<file path="src/rtl/shift_enc_pkg.sv">
// Shared types and constants for the CPIPE1s shift-step encoder.
package shift_enc_pkg;

  localparam int CW_W  = 8;
  localparam int CNT_W = 5;

  // Fixed-field bit positions of a live step word
  localparam int BIT_EN   = 7;
  localparam int BIT_HI   = 6;
  localparam int BIT_FILL = 5;
  localparam int BIT_LO   = 1;

  // LSR1 word; every other op only differs in bit6/bit1
  localparam logic [CW_W-1:0] CW_BASE = 8'hA0;
  localparam logic [CW_W-1:0] CW_IDLE = 8'h00;

  typedef enum logic [1:0] {
    OP_LSR1 = 2'd0,
    OP_ASR1 = 2'd1,
    OP_ZLO  = 2'd2,
    OP_PASS = 2'd3
  } op_e;

  typedef enum logic [1:0] {
    ST_IDLE  = 2'd0,
    ST_ISSUE = 2'd1,
    ST_DONE  = 2'd2
  } state_e;

endpackage

</file>
<file path="src/rtl/cpipe_word_enc.sv">
// Combinational op -> CPIPE1s step word encoder.
module cpipe_word_enc
  import shift_enc_pkg::*;
(
  input  op_e             op_i,
  output logic [CW_W-1:0] word_o
);

  // Start from the fixed fields, then fold in the two op-dependent bits
  always_comb begin
    word_o           = CW_BASE;
    word_o[BIT_EN]   = 1'b1;
    word_o[BIT_FILL] = 1'b1;
    word_o[BIT_HI]   = op_i[1];
    word_o[BIT_LO]   = op_i[0];
  end

endmodule

</file>
<file path="src/rtl/cpipe_shift_encoder.sv">
// Issues req_count copies of a shift step word onto CPIPE1s, honouring a
// downstream stall, then pulses done for one cycle. All outputs registered.
module cpipe_shift_encoder
  import shift_enc_pkg::*;
(
  input  logic             clk,
  input  logic             rst,
  input  logic             req_valid,
  output logic             req_ready,
  input  logic [1:0]       req_op,
  input  logic [CNT_W-1:0] req_count,
  input  logic             pipe_stall,
  output logic [CW_W-1:0]  cpipe1s,
  output logic             step_valid,
  output logic             busy,
  output logic             done
);

  state_e           state_q, state_d;
  logic [CNT_W-1:0] remaining_q, remaining_d;
  logic [CW_W-1:0]  cpipe_q, cpipe_d;
  logic             step_valid_q, step_valid_d;
  logic             busy_q, busy_d;
  logic             done_q, done_d;
  logic [CW_W-1:0]  req_word;

  // The word is encoded from the incoming op and captured at acceptance,
  // so the latched register itself stands in for the latched op.
  cpipe_word_enc u_word_enc (
    .op_i   (op_e'(req_op)),
    .word_o (req_word)
  );

  // Next-state and next-output logic; stall only matters in ISSUE
  always_comb begin
    state_d      = state_q;
    remaining_d  = remaining_q;
    cpipe_d      = cpipe_q;
    step_valid_d = step_valid_q;
    busy_d       = busy_q;
    done_d       = 1'b0;
    case (state_q)
      ST_IDLE: begin
        cpipe_d      = CW_IDLE;
        step_valid_d = 1'b0;
        busy_d       = 1'b0;
        if (req_valid) begin
          remaining_d = req_count;
          busy_d      = 1'b1;
          if (req_count != '0) begin
            state_d      = ST_ISSUE;
            cpipe_d      = req_word;
            step_valid_d = 1'b1;
          end else begin
            state_d = ST_DONE;
            done_d  = 1'b1;
          end
        end
      end
      ST_ISSUE: begin
        if (!pipe_stall) begin
          remaining_d = remaining_q - CNT_W'(1);
          if (remaining_q == CNT_W'(1)) begin
            state_d      = ST_DONE;
            cpipe_d      = CW_IDLE;
            step_valid_d = 1'b0;
            done_d       = 1'b1;
          end
        end
      end
      ST_DONE: begin
        state_d      = ST_IDLE;
        cpipe_d      = CW_IDLE;
        step_valid_d = 1'b0;
        busy_d       = 1'b0;
      end
      default: begin
        state_d      = ST_IDLE;
        remaining_d  = '0;
        cpipe_d      = CW_IDLE;
        step_valid_d = 1'b0;
        busy_d       = 1'b0;
      end
    endcase
  end

  // State and output registers; reset wins over any request or stall
  always_ff @(posedge clk) begin
    if (rst) begin
      state_q      <= ST_IDLE;
      remaining_q  <= '0;
      cpipe_q      <= CW_IDLE;
      step_valid_q <= 1'b0;
      busy_q       <= 1'b0;
      done_q       <= 1'b0;
    end else begin
      state_q      <= state_d;
      remaining_q  <= remaining_d;
      cpipe_q      <= cpipe_d;
      step_valid_q <= step_valid_d;
      busy_q       <= busy_d;
      done_q       <= done_d;
    end
  end

  assign req_ready  = (state_q == ST_IDLE);
  assign cpipe1s    = cpipe_q;
  assign step_valid = step_valid_q;
  assign busy       = busy_q;
  assign done       = done_q;

endmodule

</file>
<file path="config.mk">
export PLATFORM = sky130hd
export DESIGN_NAME = cpipe_shift_encoder
export DESIGN_NICKNAME = d
export VERILOG_FILES = /design/src/rtl/shift_enc_pkg.sv /design/src/rtl/cpipe_word_enc.sv /design/src/rtl/cpipe_shift_encoder.sv
export SDC_FILE = /design/constraint.sdc
export NUM_CORES = 1
export LEC_CHECK = 0
export ABC_AREA = 1
export CORE_MARGIN = 2
export CORE_UTILIZATION = 39
export CTS_CLUSTER_SIZE = 20
export DETAILED_ROUTE_END_ITERATION = 16
export PLACE_DENSITY = 0.81
export SYNTH_ARGS = -nofsm -noshare
export SYNTH_HDL_FRONTEND = slang
export SYNTH_SLANG_ARGS = --single-unit
</file>
<file path="constraint.sdc">
create_clock -name clk -period 1.1 [get_ports clk]
set_input_delay 0.22 -clock clk [delete_from_list [all_inputs] [get_ports clk]]
set_output_delay 0.22 -clock clk [all_outputs]
set_load 0.01 [all_outputs]
</file>
======== Word level (Yosys, flattened, before mapping) ========
Cells that the tools add are included.
operators by class
  mux-type cells .......................... 25
  reductions and logical operators ........ 5
  add/subtract/negate cells ............... 1
  equality and inequality tests ........... 6
  bitwise logic cells ..................... 1
operators with widths
  operator               count
  $mux W8                4
  $pmux W8 S2            1
  $pmux W5 S3            1
  $mux W5                2
  $mux W1                9
  $mux W2                4
  $ne A2 B2 Y1 const B   3
  $pmux W1 S2            3
  $reduce_and A3 Y1      2
  $eq A5 B1 Y1 const B   1
  $reduce_bool A5 Y1     1
  $sub A5 B1 Y5 const B  1
  $pmux W2 S2            1
  $eq A2 B1 Y1 const B   1
  $eq A2 B2 Y1 const B   1
  $logic_not A2 Y1       1
  $reduce_and A2 Y1      1
  $not A1 Y1             1
word-level totals
  logic and storage cells ................. 44
  bits of input ports ..................... 11
  output and inout port bits .............. 12
  register bits after elaboration ......... 18

======== Longest topological paths before layout ========
Gate-level depths: netlist of run 1.
  word-level depth ........................ 4
  gate-level depth with buffers ........... 8
  mapped depth without buffers ............ 8

======== Hierarchy ========
A second synthesis of run 1 with hierarchy kept.
second synthesis, totals
  cells, all modules ...................... 132
  area, all modules ....................... 950.9 um^2
modules (own cells, without submodules)
  module               sequential area each (um^2)  times used  area each (um^2)  cells each
  cpipe_shift_encoder  360.3                        1           883.3             122
  cpipe_word_enc       0.0                          1           67.6              10

======== Worst setup path before layout of run 1 ========
OpenSTA, ideal clock, no wires.
  path type ............................... reg2reg
  start ................................... register remaining_q[0]
  end ..................................... register remaining_q[2]
  data required time ...................... 0.985 ns
  data arrival time ....................... 0.968 ns
  setup slack ............................. 0.018 ns
  cell stages (with the launch flop) ...... 9
  buffers on the path ..................... 0
  library setup time ...................... 0.115 ns
  period minus slack after synthesis ...... 1.082 ns
  cell sequence ........................... dfxtp_1 > inv_1 > ha_1 > inv_1 > nand2_1 > nand3_1 > o21ai_0 > nor2_1 > nor2_1
on the way
  cells in the longest elaborated chain, start to end .. 3
ends and longest elaborated chain
  item                    RTL line                   text
  from (decl)             cpipe_shift_encoder.sv:20  logic [CNT_W-1:0] remaining_q, remaining_d;
  from (signal assigned)  cpipe_shift_encoder.sv:98  remaining_q <= remaining_d;
  $sub A5 B1 Y5           cpipe_shift_encoder.sv:62  remaining_d = remaining_q - CNT_W'(1);
  $mux W5                 cpipe_shift_encoder.sv:61  if (!pipe_stall) begin
  $pmux W5 S3             cpipe_shift_encoder.sv:42  case (state_q)
Every way passes these cells. The select of a mux whose other input is x is not followed.
A chain may end at the register's enable or synchronous reset.

======== Worst setup path in the final report of run 1 ========
  start ................................... register state_q[0]
  end ..................................... register remaining_q[0]
on the way
  cells in the longest elaborated chain, start to end .. 3
  elaborated cells on any way between the ends .. 8
  classes of those cells .................. 4 x eq/ne; 1 x mux; 1 x bitwise; 2 x reduce/logical
ends and longest elaborated chain
  item                                                                RTL line                   text
  from (decl)                                                         cpipe_shift_encoder.sv:19  state_e state_q, state_d;
  from (signal assigned)                                              cpipe_shift_encoder.sv:97  state_q <= state_d;
  $eq A2 B1 Y1 (tied with other cells)                                cpipe_shift_encoder.sv:42
  $ne A2 B2 Y1 (no source line) / $not A1 Y1 (equally long branches)  -
  $reduce_and A3 Y1 (no source line)                                  -
Several ways; a longest one is shown, not always the timed one.

==> run summary, run 1 <==
The layout has 139 filler cells. After clock tree synthesis, the clock-pin slew on the worst setup and hold paths is 0.08 ns. The logs give 0.00149 W for the total power consumption of the routed design and 1980 um for the wire length after detailed routing. In the final layout, the multi-input gates occupy 454 um^2. The clock reaches the later pin of the worst-skew pair after 0.28 ns. The number of hold violations in the final report came out at 0. The total area of sequential cells was 249 um^2; the hold buffer count at cts was 0.

The largest area contributor in the netlist is dfxtp_1. The final reports fail on setup timing. The final critical delay including setup and external delays is 1.13 ns. The floorplan step defined a die boundary enclosing 0.00215 mm^2. The type of origin of the critical path is a flip-flop. The worst-case IR drop observed on VDD is 0.763 mV.

The run gives 0 as the number of nets still failing antenna checks after routing. The synthesized netlist occupies a cell area of 699 um^2. The number of flops mapped to enable cells by yosys works out to 0. The clock passes through at most 2 buffers. Global placement routability congestion: 0.805.

By count the netlist is led by nand2_1 (18), nor2_1 (16), nand3_1 (15), dfxtp_1 (12), inv_1 (10). Leaving out filler cells and counting taps, the final layout contains 160. The tools report the detailed-placement wirelength estimate as 1320 um. Relative to the synthesized area, the layout overhead comes to 55.5%. Once placement completed, the tool counted placed cells totaling 153. Yosys attributes the largest share of cell area to dfxtp_1 (34%), nand3_1 (11%), nand2_1 (9.7%). The tools report the number of levels in the clock H-tree as 1. The worst hold path passes through 2 cells.

Entering global routing, the biggest net connects 8 pins. The adder-cell area share of the yosys netlist is 0.0358, and the total global routing overflow is 0. The run finished, with violations left. The first global-routing pass estimated 3090 um of wire.

The first routing iteration left 16 violations. The die is 46.4 um wide. The simple-gate portion of the synthesized area works out to 0.372.

The clock sink total is 12. The share of the yosys chip area belonging to registers was 0.343. At the end of the flow, the number of nets in the layout was 149. The run gives -0.0289 ns as the final setup slack of the worst path. The final clock skew is 0.00359 ns, and the final antenna diode count is 0. The floorplan has 15 rows. The total number of vias is 782, and the distinct cell type count after synthesis is 16. The most instantiated flip-flop cell in the synthesis netlist is dfxtp_1.

The achievable clock frequency came out at 0.886 GHz. The tree is rooted in a clkbuf_4. The count of maximum capacitance violations came out at 0. After detailed routing, the number of remaining DRC violations is 0. Post-route fraction of the period consumed by the critical path: 1.03.

The proportion of layout cells with a drive suffix above 1 was 0.415. The number of detailed-route iterations in the first pass is 4, and the largest fanout on the critical path is 4. Fraction of post-synthesis cell area in the top cell type by area: 0.343.

The proportion of synthesized area in mux cells was 0. nand2_1 is the most common cell in the netlist. The min-delay analysis places its worst path in the category flip-flop to flip-flop. The path depth of the worst reg2reg path is 7, and the height of the die is 46.4 um. For the warning count from the yosys run, the log shows 0. Synthesis produced 103 cells. The synthesized design contains 12 register bits. The combinational family with the most area after synthesis is simple AND/OR/NAND/NOR gates.

The number of slew-limit violations in the final report is 0. The worst setup path is of the flip-flop to flip-flop kind. The effective utilization at floorplan was 0.410.

Prior to clock tree synthesis, the placed netlist has a worst setup slack of -0.237 ns. After detailed routing, the average wire length per cell comes to 12.4 um. Input and output buffers added on the ports amount to 18. The tools report the number of global-route vias before repair as 746.

The region available for standard cell placement spans 0.00171 mm^2. The tools report the initial antenna violation count as 0. The power density over cell area was 1370 mW/mm^2; the leakage component of the power was 0.492 nW.

The post-synthesis share of cell area spent on xor and xnor gates came out at 0. The synthesized-area fraction occupied by ao, oa, aoi and oai cells works out to 0.104. TritonCTS built the clock tree. Dividing the detail-routed via count by the number of cells gives 4.89.

Buffers inserted during clock tree synthesis total 3. The share of synthesized registers carrying an async set or reset is 0. During I/O placement, the number of pins put on the boundary was 23. The global-route usage over all layers is 0.210, and the count of final setup violators is 7.

The data arrival time at the worst-slack endpoint was 1.34 ns. Endpoint type of the worst setup path: a flip-flop. Setup repair after global routing could not meet its margin everywhere.

STA puts the critical path data required time at 1.31 ns. A synthesized cell averages 6.79 um^2.
==> layout make-up <==
cell class,instances,area share
clock buffer,4,0.0334
multi-input combinational,75,0.418
sequential,12,0.229
tap,25,0.0288
inverter,14,0.0552
timing repair buffer,30,0.236
==> routing by layer <==
layer,vias up,global-route usage,routed length (um)
met5,-,0,0
met4,0,0.143,75
met3,9,0.0667,108
met2,28,0.344,994
met1,364,0.227,806
li1,381,-,-
==> worst max-delay path, cell delays in order, from the launching register on <==
cell and delay (ns):
dfxtp_2 0.36, buf_6 0.12, inv_4 0.04, nor2_4 0.18
inv_2 0.08, o21ai_2 0.12, nor2_1 0.05, nor2_1 0.11
==> worst paths after layout <==
path         startpoint             end  slack (ns)
min                busy            busy        0.47
max          state_q[0]  remaining_q[0]       -0.03
min reg2reg        busy            busy        0.47
max reg2reg  state_q[0]  remaining_q[0]       -0.03
==> kinds of logic after synthesis <==
| logic type | after synthesis |
|---|---|
| simple gates | 55 |
| buf+inv | 20 |
| compound gates | 13 |
| flops | 12 |
| fa+ha+maj | 2 |
| other cells | 1 |
==> timing repair <==
item                                    CTS  global route
buffers inserted                          0             2
endpoints found under the setup margin   19            19
resized for setup                        43            20
gates cloned                              1             0
pin swaps                                 8             7
==> metrics by stage <==
step                      TNS (ns)   util  cell area, um^2  hold WS [ns]
after floorplan                  0      -              711         0.289
after global placement       -2.23  0.558              952         0.449
after detailed placement     -2.42  0.558              952         0.456
after CTS                  -0.0332  0.618             1050         0.472
after global routing        -0.641  0.637             1090         0.502
final                      -0.0960  0.637             1090         0.466
==> where the power goes <==
group / switching [W] / internal, W / total [W]
Clock: 0.000168 / 0.000202 / 0.000369
Combinational: 0.000319 / 0.000274 / 0.000593
Sequential: 0.0000383 / 0.000488 / 0.000526
Total: 0.000524 / 0.000964 / 0.00149
==> registers in the layout, indices dropped and copies added, names as in the netlist <==
signal / cells
remaining_q: 5
cpipe1s: 3
state_q: 2
busy: 1
done: 1
==> placed cells by master, fill, tap and decap left out, drive strengths merged <==
| cell type | n |
|---|---|
| a21oi | 7 |
| and2 | 2 |
| buf | 16 |
| clkbuf | 7 |
| clkdlybuf4s15 | 1 |
| clkdlybuf4s50 | 10 |
| conb | 4 |
| dfxtp | 12 |
| ha | 2 |
| inv | 14 |
| nand2 | 20 |
| nand3 | 15 |
| nor2 | 19 |
| o21ai | 6 |
(Power assumes the default switching activity.)
==> inputs of run 2 (changes only) <==
CTS_CLUSTER_SIZE = default   (was 20)
GPL_TIMING_DRIVEN = 0   (was default)
==> run 2 against run 1 <==
The flow still finishes with violations (setup timing). Non-clock buffer count decreased by 1. Clock power decreased by 3%. Clock skew increased by 0.00083 ns. Via count decreased by 4.0%. Critical path depth increased by 1. Die area unchanged. Sequential share of layout area increased by 0.41 points. Routed wire length decreased by 5.6%.
==> run summary, run 2 (synthesis results as in run 1) <==
The run gives 0.192 (-0.0179) as the global-route usage over all layers. The height of the die was 46.4 um (unchanged). The run gives 0.00109 mm^2 (+0.23%) as the final standard cell area without fillers. Clock tree synthesis selected as its root buffer the cell clkbuf_4. Final critical delay including setup and external delays: 1.14 ns (+0.0156 ns). Setup repair after global routing could not meet its margin everywhere. Power density over cell area: 1340 mW/mm^2 (-2.3%). The initial antenna violation count came out at 0 (unchanged). The worst hold path stage count was 2 (unchanged); the post-route fraction of the period consumed by the critical path was 1.04 (+0.0142).

The maximum ir drop on the vdd rail was 0.765 mV (+0.19%); the switching share of total power was 0.346 (-0.00606). The total global routing overflow is 0 (unchanged). The run gives 0.372 (+0.019) as the power share of the sequential group. The total number of vias was 751 (-4.0%); the CTS buffer count was 3 (unchanged). The total of buffers placed on input and output ports came out at 18 (unchanged).

The leading cell type in the layout, fill and taps excluded was nand2_1. The register-to-register path setup slack was -0.04 ns (-0.02 ns); the final setup slack of the worst path was -0.0445 ns (-0.0156 ns). The tightest min-delay check is of the flip-flop to flip-flop type. The clock network fraction of total power came out at 0.246 (-0.002). The overall die area is 0.00215 mm^2 (unchanged), and the placeable core region is 0.00171 mm^2 (unchanged). The checks that failed: setup timing. For the DRC marker count from the first detailed-route iteration, the log shows 20 (+4). STA classifies the critical path endpoint as a flip-flop.

Clock latency on the worst-skew pair: 0.28 ns (about the same). The logs give 2910 um (-5.8%) for the global-route wire length before repair and 0 (unchanged) for the number of slew-limit violations in the final report. The library cells used most frequently in the layout, excluding fill and tap cells, are nand2_1 (16), nand3_1 (13), nor2_1 (10), clkdlybuf4s50_1 (10).

The tools report the fraction of the core area covered by cells at the end of the flow as 0.638 (+0.00146). TritonCTS built the clock tree. The leakage component of the power is 0.492 nW (about the same).

The number of nets still failing antenna checks after routing was 0 (unchanged); the effective utilization at floorplan was 0.410 (unchanged). The logs give 23 (unchanged) for the boundary pin count and 0.00442 ns (+0.000831 ns) for the final clock skew. Design internal power: 0.000952 W (-1.1%).

The number of hold violations in the final report came out at 0 (unchanged). The tools report the global placement routability congestion as 0.822 (+2.1%). The register with the most flip-flops in the final layout is remaining_q.

Count of maximum capacitance violations: 0 (unchanged). The type of origin of the critical path was a flip-flop. The logs give 0 (unchanged) for the final antenna diode count and 143 (+2.9%) for the number of fillers in the final layout. The run gives 1870 um (-5.6%) as the wire length after detailed routing. The worst register-to-register path begins at remaining_q[1].

Post-placement cell area: 922 um^2 (-3.2%). The reg-to-reg critical path endpoint is done. The DRC violation count after routing was 0 (unchanged). The largest net degree at the start of global routing was 8 (unchanged); the power dissipated by switching net loads was 0.000505 W (-3.7%). For hold timing, the worst endpoint is busy.

The worst setup path is of the flip-flop to flip-flop kind. The total negative slack is -0.149 ns (-0.0534 ns). The combinational share of power came out at 0.382 (-0.016).

The count of standard-cell rows came out at 15 (unchanged). The run gives 12 (unchanged) as the clock sink total. The proportion of layout cells with a drive suffix above 1 is 0.425 (+0.0106), and the number of detailed-route iterations in the first pass is 4 (unchanged).

The count of final setup violators came out at 9 (+2). The detailed-placement wirelength estimate came out at 1230 um (-6.9%). For the worst-case clock buffer depth, the log shows 2 (unchanged).

In this run the most critical hold path is launched from busy. Final routed wire length divided by cell count: 11.8 um (-5.1%). The number of nets in the layout was 148 (-0.67%); the path depth of the worst reg2reg path was 8 (+1).

Achievable clock frequency: 0.874 GHz (-1.4%). The run gives 702 (-5.9%) as the number of global-route vias before repair. Endpoint required time on the critical path: 1.32 ns (about the same). The clock-pin slew of the registers on the worst-case setup and hold paths came out at 0.08 ns (about the same).

The tools report the data arrival time at the worst-slack endpoint as 1.37 ns (+0.03 ns). The per-cell via count in the routed design was 4.72 (-3.4%); the horizontal extent of the die was 46.4 um (unchanged). From synthesis to final layout, the design area changed by 55.8%.

The largest fanout on the critical path came out at 4 (unchanged). The run gives 1 (unchanged) as the number of levels in the clock H-tree. The run finished, with violations left. Number of flip-flops in the largest register: 5 (unchanged). The run gives 0.469 ns (+0.00284 ns) as the worst hold slack.
run 2: cell types whose count changed in the layout (fill, tap and decap cells not counted), sizes merged:
cell,change
buf,-2
clkbuf,+1
run 2: per-layer routing:
metal | share of wire | track usage | routed length, um
met1 | 0.42 | 0.245 | 786
met2 | 0.52 | 0.292 | 974
met3 | 0.037 | 0.0314 | 70
met4 | 0.022 | 0.131 | 41
met5 | 0 | 0 | 0
run 2: power by group through the flow:
stage | logic, W | clock network, W | registers, W
after detailed placement | 0.000426 | 0 | 0.000535
after CTS | 0.000469 | 0.000364 | 0.000532
after global routing | 0.000607 | 0.000402 | 0.000547
after global placement | 0.000416 | 0 | 0.000533
after floorplan | 0.000279 | 0 | 0.000534
final | 0.000557 | 0.000359 | 0.000542
run 2: repair_timing:
action                     CTS  global route
hold buffers                 0             0
cloned                       1             0
resized for setup           44            25
setup endpoints to repair   19            19
pin swaps                    6            11
setup buffers                3             2
run 2: area by class of cell:
class	instances	area, um^2	area share
Buffer	6	52.6	0.0482
Clock buffer	4	36.3	0.0333
Inverter	14	62.6	0.0574
Multi-Input combinational cell	75	443	0.406
Sequential cell	12	254	0.233
Tap cell	25	31.3	0.0287
Timing Repair Buffer	23	210	0.193
run 2: worst max path at each step:
| stage | from | slack [ns] | endpoint |
|---|---|---|---|
| detailed placement | state_q[0] | -0.24 | req_ready |
| finish | remaining_q[1] | -0.04 | done |
| CTS | remaining_q[0] | -0.05 | remaining_q[2] |
| floorplan | remaining_q[0] | 0.02 | remaining_q[2] |
| global placement | state_q[0] | -0.24 | req_ready |
| global route | remaining_q[1] | -0.14 | done |
run 2: metrics by stage:
stage | cells | total power [W] | setup WS [ns]
3_5_place_dp | 149 | 0.000961 | -0.238
3_3_place_gp | 149 | 0.000950 | -0.242
5_1_grt | 159 | 0.00156 | -0.136
6_report | 159 | 0.00146 | -0.0445
4_1_cts | 157 | 0.00136 | -0.0487
2_1_floorplan | 106 | 0.000813 | 0.0178
run 2: worst max-delay path, stage by stage (launching register included):
cell	delay, ns
dfxtp_4	0.37
inv_4	0.07
ha_4	0.12
inv_2	0.03
nor2_2	0.09
nand3_2	0.14
nand2_2	0.11
nand3_2	0.07
nor2_1	0.09
==> inputs of run 3 (changes only) <==
CORE_UTILIZATION = 40   (was 39)
PLACE_DENSITY = 0.78   (was 0.81)
SYNTH_HIERARCHICAL = 1   (was default)
==> run 3 against run 2 <==
The run still ends with setup timing left. Clock skew is essentially flat. Synthesized area grew 36%. Worst hold slack lost 0.29 ns. Critical path depth is the same. Clock-buffer cell count is the same. Register-to-register slack lost 0.04 ns. Via count grew 34%.
==> run summary, run 3 <==
Endpoint required time on the critical path: 1.29 ns (-0.03 ns). The DRC marker count from the first detailed-route iteration is 16 (-20%). For the data arrival time at the worst-slack endpoint, the log shows 1.38 ns (about the same).

The post-synthesis instance total is 132 (+28%). The global placement routability congestion was 0.883 (+7.4%). The proportion of layout cells with a drive suffix above 1 was 0.534 (+0.109). The detailed-placement wirelength estimate was 1580 um (+29%); the count of maximum capacitance violations was 0 (unchanged).

The height of the die was 52.8 um (+14%); the power density over cell area was 1250 mW/mm^2 (-6.9%). The DRC violation count after routing was 0 (unchanged); the number of flops mapped to enable cells by yosys was 0 (unchanged). For the total global routing overflow, the log shows 0 (unchanged). Total of buffers placed on input and output ports: 20 (+2). The post-route fraction of the period consumed by the critical path was 1.08 (+0.0402). Register-to-register path setup slack: -0.09 ns (-0.04 ns).

The run gives 11 (+3) as the largest net degree at the start of global routing. The worst setup path is captured at a flip-flop. For the leakage component of the power, the log shows 0.670 nW (+36%). Setup repair after global routing could not meet its margin everywhere.

The run gives 0 (unchanged) as the number of nets still failing antenna checks after routing. The post-route non-filler standard cell count is 204 (+28%), and the clock sink total is 18 (+6). The logs give 0.00278 mm^2 (+30%) for the overall die area and 0.841 GHz (-3.7%) for the achievable clock frequency. The final reports fail on setup timing. Dominant cell by count in the synthesized netlist: nand3_1. The global-route usage over all layers was 0.203 (+0.0112). The most used flip-flop cell after synthesis is dfxtp_1.

The share of the yosys chip area belonging to registers was 0.379 (+0.0355); the number of nets in the layout was 190 (+28%). The largest fanout on the critical path is 4 (unchanged). The effective utilization at floorplan is 0.426 (+0.0162). The logs give 0 (unchanged) for the final antenna diode count and 0 (unchanged) for the number of slew-limit violations in the final report. The number of detailed-route iterations in the first pass was 4 (unchanged).

The maximum ir drop on the vdd rail is 0.956 mV (+25%), and the horizontal extent of the die is 52.8 um (+14%). The final critical delay including setup and external delays works out to 1.19 ns (+0.0442 ns). After synthesis, the cell types taking the most area are dfxtp_1 (38%), nand3_1 (13%), nand2_1 (7.1%). STA classifies the critical path startpoint as a flip-flop. The hold buffer count at cts came out at 0 (unchanged). The initial antenna violation count is 0 (unchanged). The run gives 6 (+6) as the warning count from the yosys run. The boundary pin count is 23 (unchanged), and the total negative slack is -0.901 ns (-0.752 ns). Number of levels in the clock H-tree: 1 (unchanged). Leaving out fill and tap cells, the most frequent cell in the layout is buf_4. The run gives 0 (unchanged) as the number of hold violations in the final report. The final setup slack of the worst path is -0.0887 ns (-0.0442 ns), and the wire length after detailed routing is 2800 um (+49%).

The worst setup path is of the flip-flop to flip-flop kind. The synthesis-to-finish area growth is 60.4%. The tools report the total number of vias as 1003 (+34%). Leaving out fill and tap cells, the most frequent cells in the layout are buf_4 (20), nand3_1 (16), nand2_1 (14).

The per-cell via count in the routed design came out at 4.92 (+4.1%). The synthesized area divided by synthesized cell count was 7.20 um^2 (+6.1%); the worst-case clock buffer depth was 2 (unchanged). The logs give 939 (+34%) for the number of global-route vias before repair and 184 (+23%) for the total instance count after detailed placement.

The tools report the placeable core region as 0.00223 mm^2 (+31%). TritonCTS built the clock tree. The fraction of post-synthesis cell area in the top cell type by area was 0.379 (+0.0355).

CTS buffer count: 3 (unchanged). The root buffer cell was clkbuf_4. The count of standard-cell rows was 17 (+2); the global-route wire length before repair was 4030 um (+38%).

The number of synthesized register bits is 18 (+6), and the post-synthesis instance area is 951 um^2 (+36%). The clock-pin slew of the registers on the worst-case setup and hold paths is 0.11 ns (+0.03 ns), and the distinct cell type count after synthesis is 19 (+3). The biggest area contributor in the post-synthesis netlist is dfxtp_1. The worst slew margin relative to its limit was 0.665.

For the pin with the worst max-slew slack, the measured transition is 0.503 ns. Share of synthesized registers carrying an async set or reset: 0 (unchanged). The number of flip-flops in the largest register is 8 (+3).

The final routed wire length divided by cell count works out to 13.7 um (+16%). After synthesis, the most frequently instantiated cells are nand3_1 (25), dfxtp_1 (18), nand2_1 (18), nor2_1 (14), a21oi_1 (13). Final clock skew: 0.00446 ns (+0.0000415 ns). The flow ran to the end, but the final reports show violations. The total power consumption of the routed design was 0.00190 W (+30%). The tools report the count of final setup violators as 15 (+6).

Clock latency on the worst-skew pair: 0.31 ns (+0.03 ns). The min-delay analysis places its worst path in the category input port to flip-flop.
[run 3: cells by family after synthesis]
group / share of synthesized area
and+or+nand+nor: 0.353
buffers and inverters: 0.134
AOI/OAI and AO/OA: 0.100
DFF: 0.379
adders and majority gates: 0.0263
other: 0.00790
[run 3: metal layers]
| metal | vias up | part of all wire | wire length [um] | track usage |
|---|---|---|---|---|
| met4 | 0 | 0.028 | 79 | 0.120 |
| met2 | 24 | 0.51 | 1430 | 0.348 |
| li1 | 504 | - | - | - |
| met1 | 469 | 0.42 | 1180 | 0.240 |
| met5 | - | 0 | 0 | 0 |
| met3 | 6 | 0.035 | 98 | 0.0257 |
[run 3: critical path, cell delays in order, from the launching register on]
cell and delay [ns]:
dfxtp_2 0.34, inv_2 0.07, ha_4 0.13, inv_2 0.04
nor2_4 0.09, nand3_4 0.11, clkbuf_16 0.18, nand3_2 0.06
a21oi_2 0.05
[run 3: layout make-up]
class	instances	area [um^2]
Inverter	14	52.6
Buffer	10	75.1
Timing Repair Buffer	36	319
Fill cell	186	708
Tap cell	28	35.0
Multi-Input combinational cell	94	623
Sequential cell	18	384
Clock buffer	4	36.3
[run 3: worst paths after layout]
check	endpoint	cells past startpoint	from
max	cpipe1s[2]	8	remaining_q[1]
min	cpipe1s[1]	3	req_op[0]
max reg2reg	cpipe1s[2]	8	remaining_q[1]
min reg2reg	busy	2	busy
[run 3: power by group]
| part | switching [W] | total [W] | internal, W |
|---|---|---|---|
| clock network | 0.000221 | 0.000424 | 0.000202 |
| logic | 0.000368 | 0.000695 | 0.000327 |
| registers | 0.0000603 | 0.000780 | 0.000720 |
[run 3: repair_timing]
item,CTS,global route
pin swaps,7,12
setup buffers,5,10
endpoints found under the setup margin,29,29
gates resized for setup,66,41
gates cloned,1,0
[run 3: through the flow]
step,util,setup slack (ns),area (um^2),hold slack [ns]
after floorplan,-,0.0172,966,0.289
after global placement,0.538,-0.293,1200,0.461
after CTS,0.634,-0.113,1420,0.181
after global routing,0.683,-0.153,1530,0.182
final,0.683,-0.0887,1530,0.182
after detailed placement,0.538,-0.324,1200,0.459
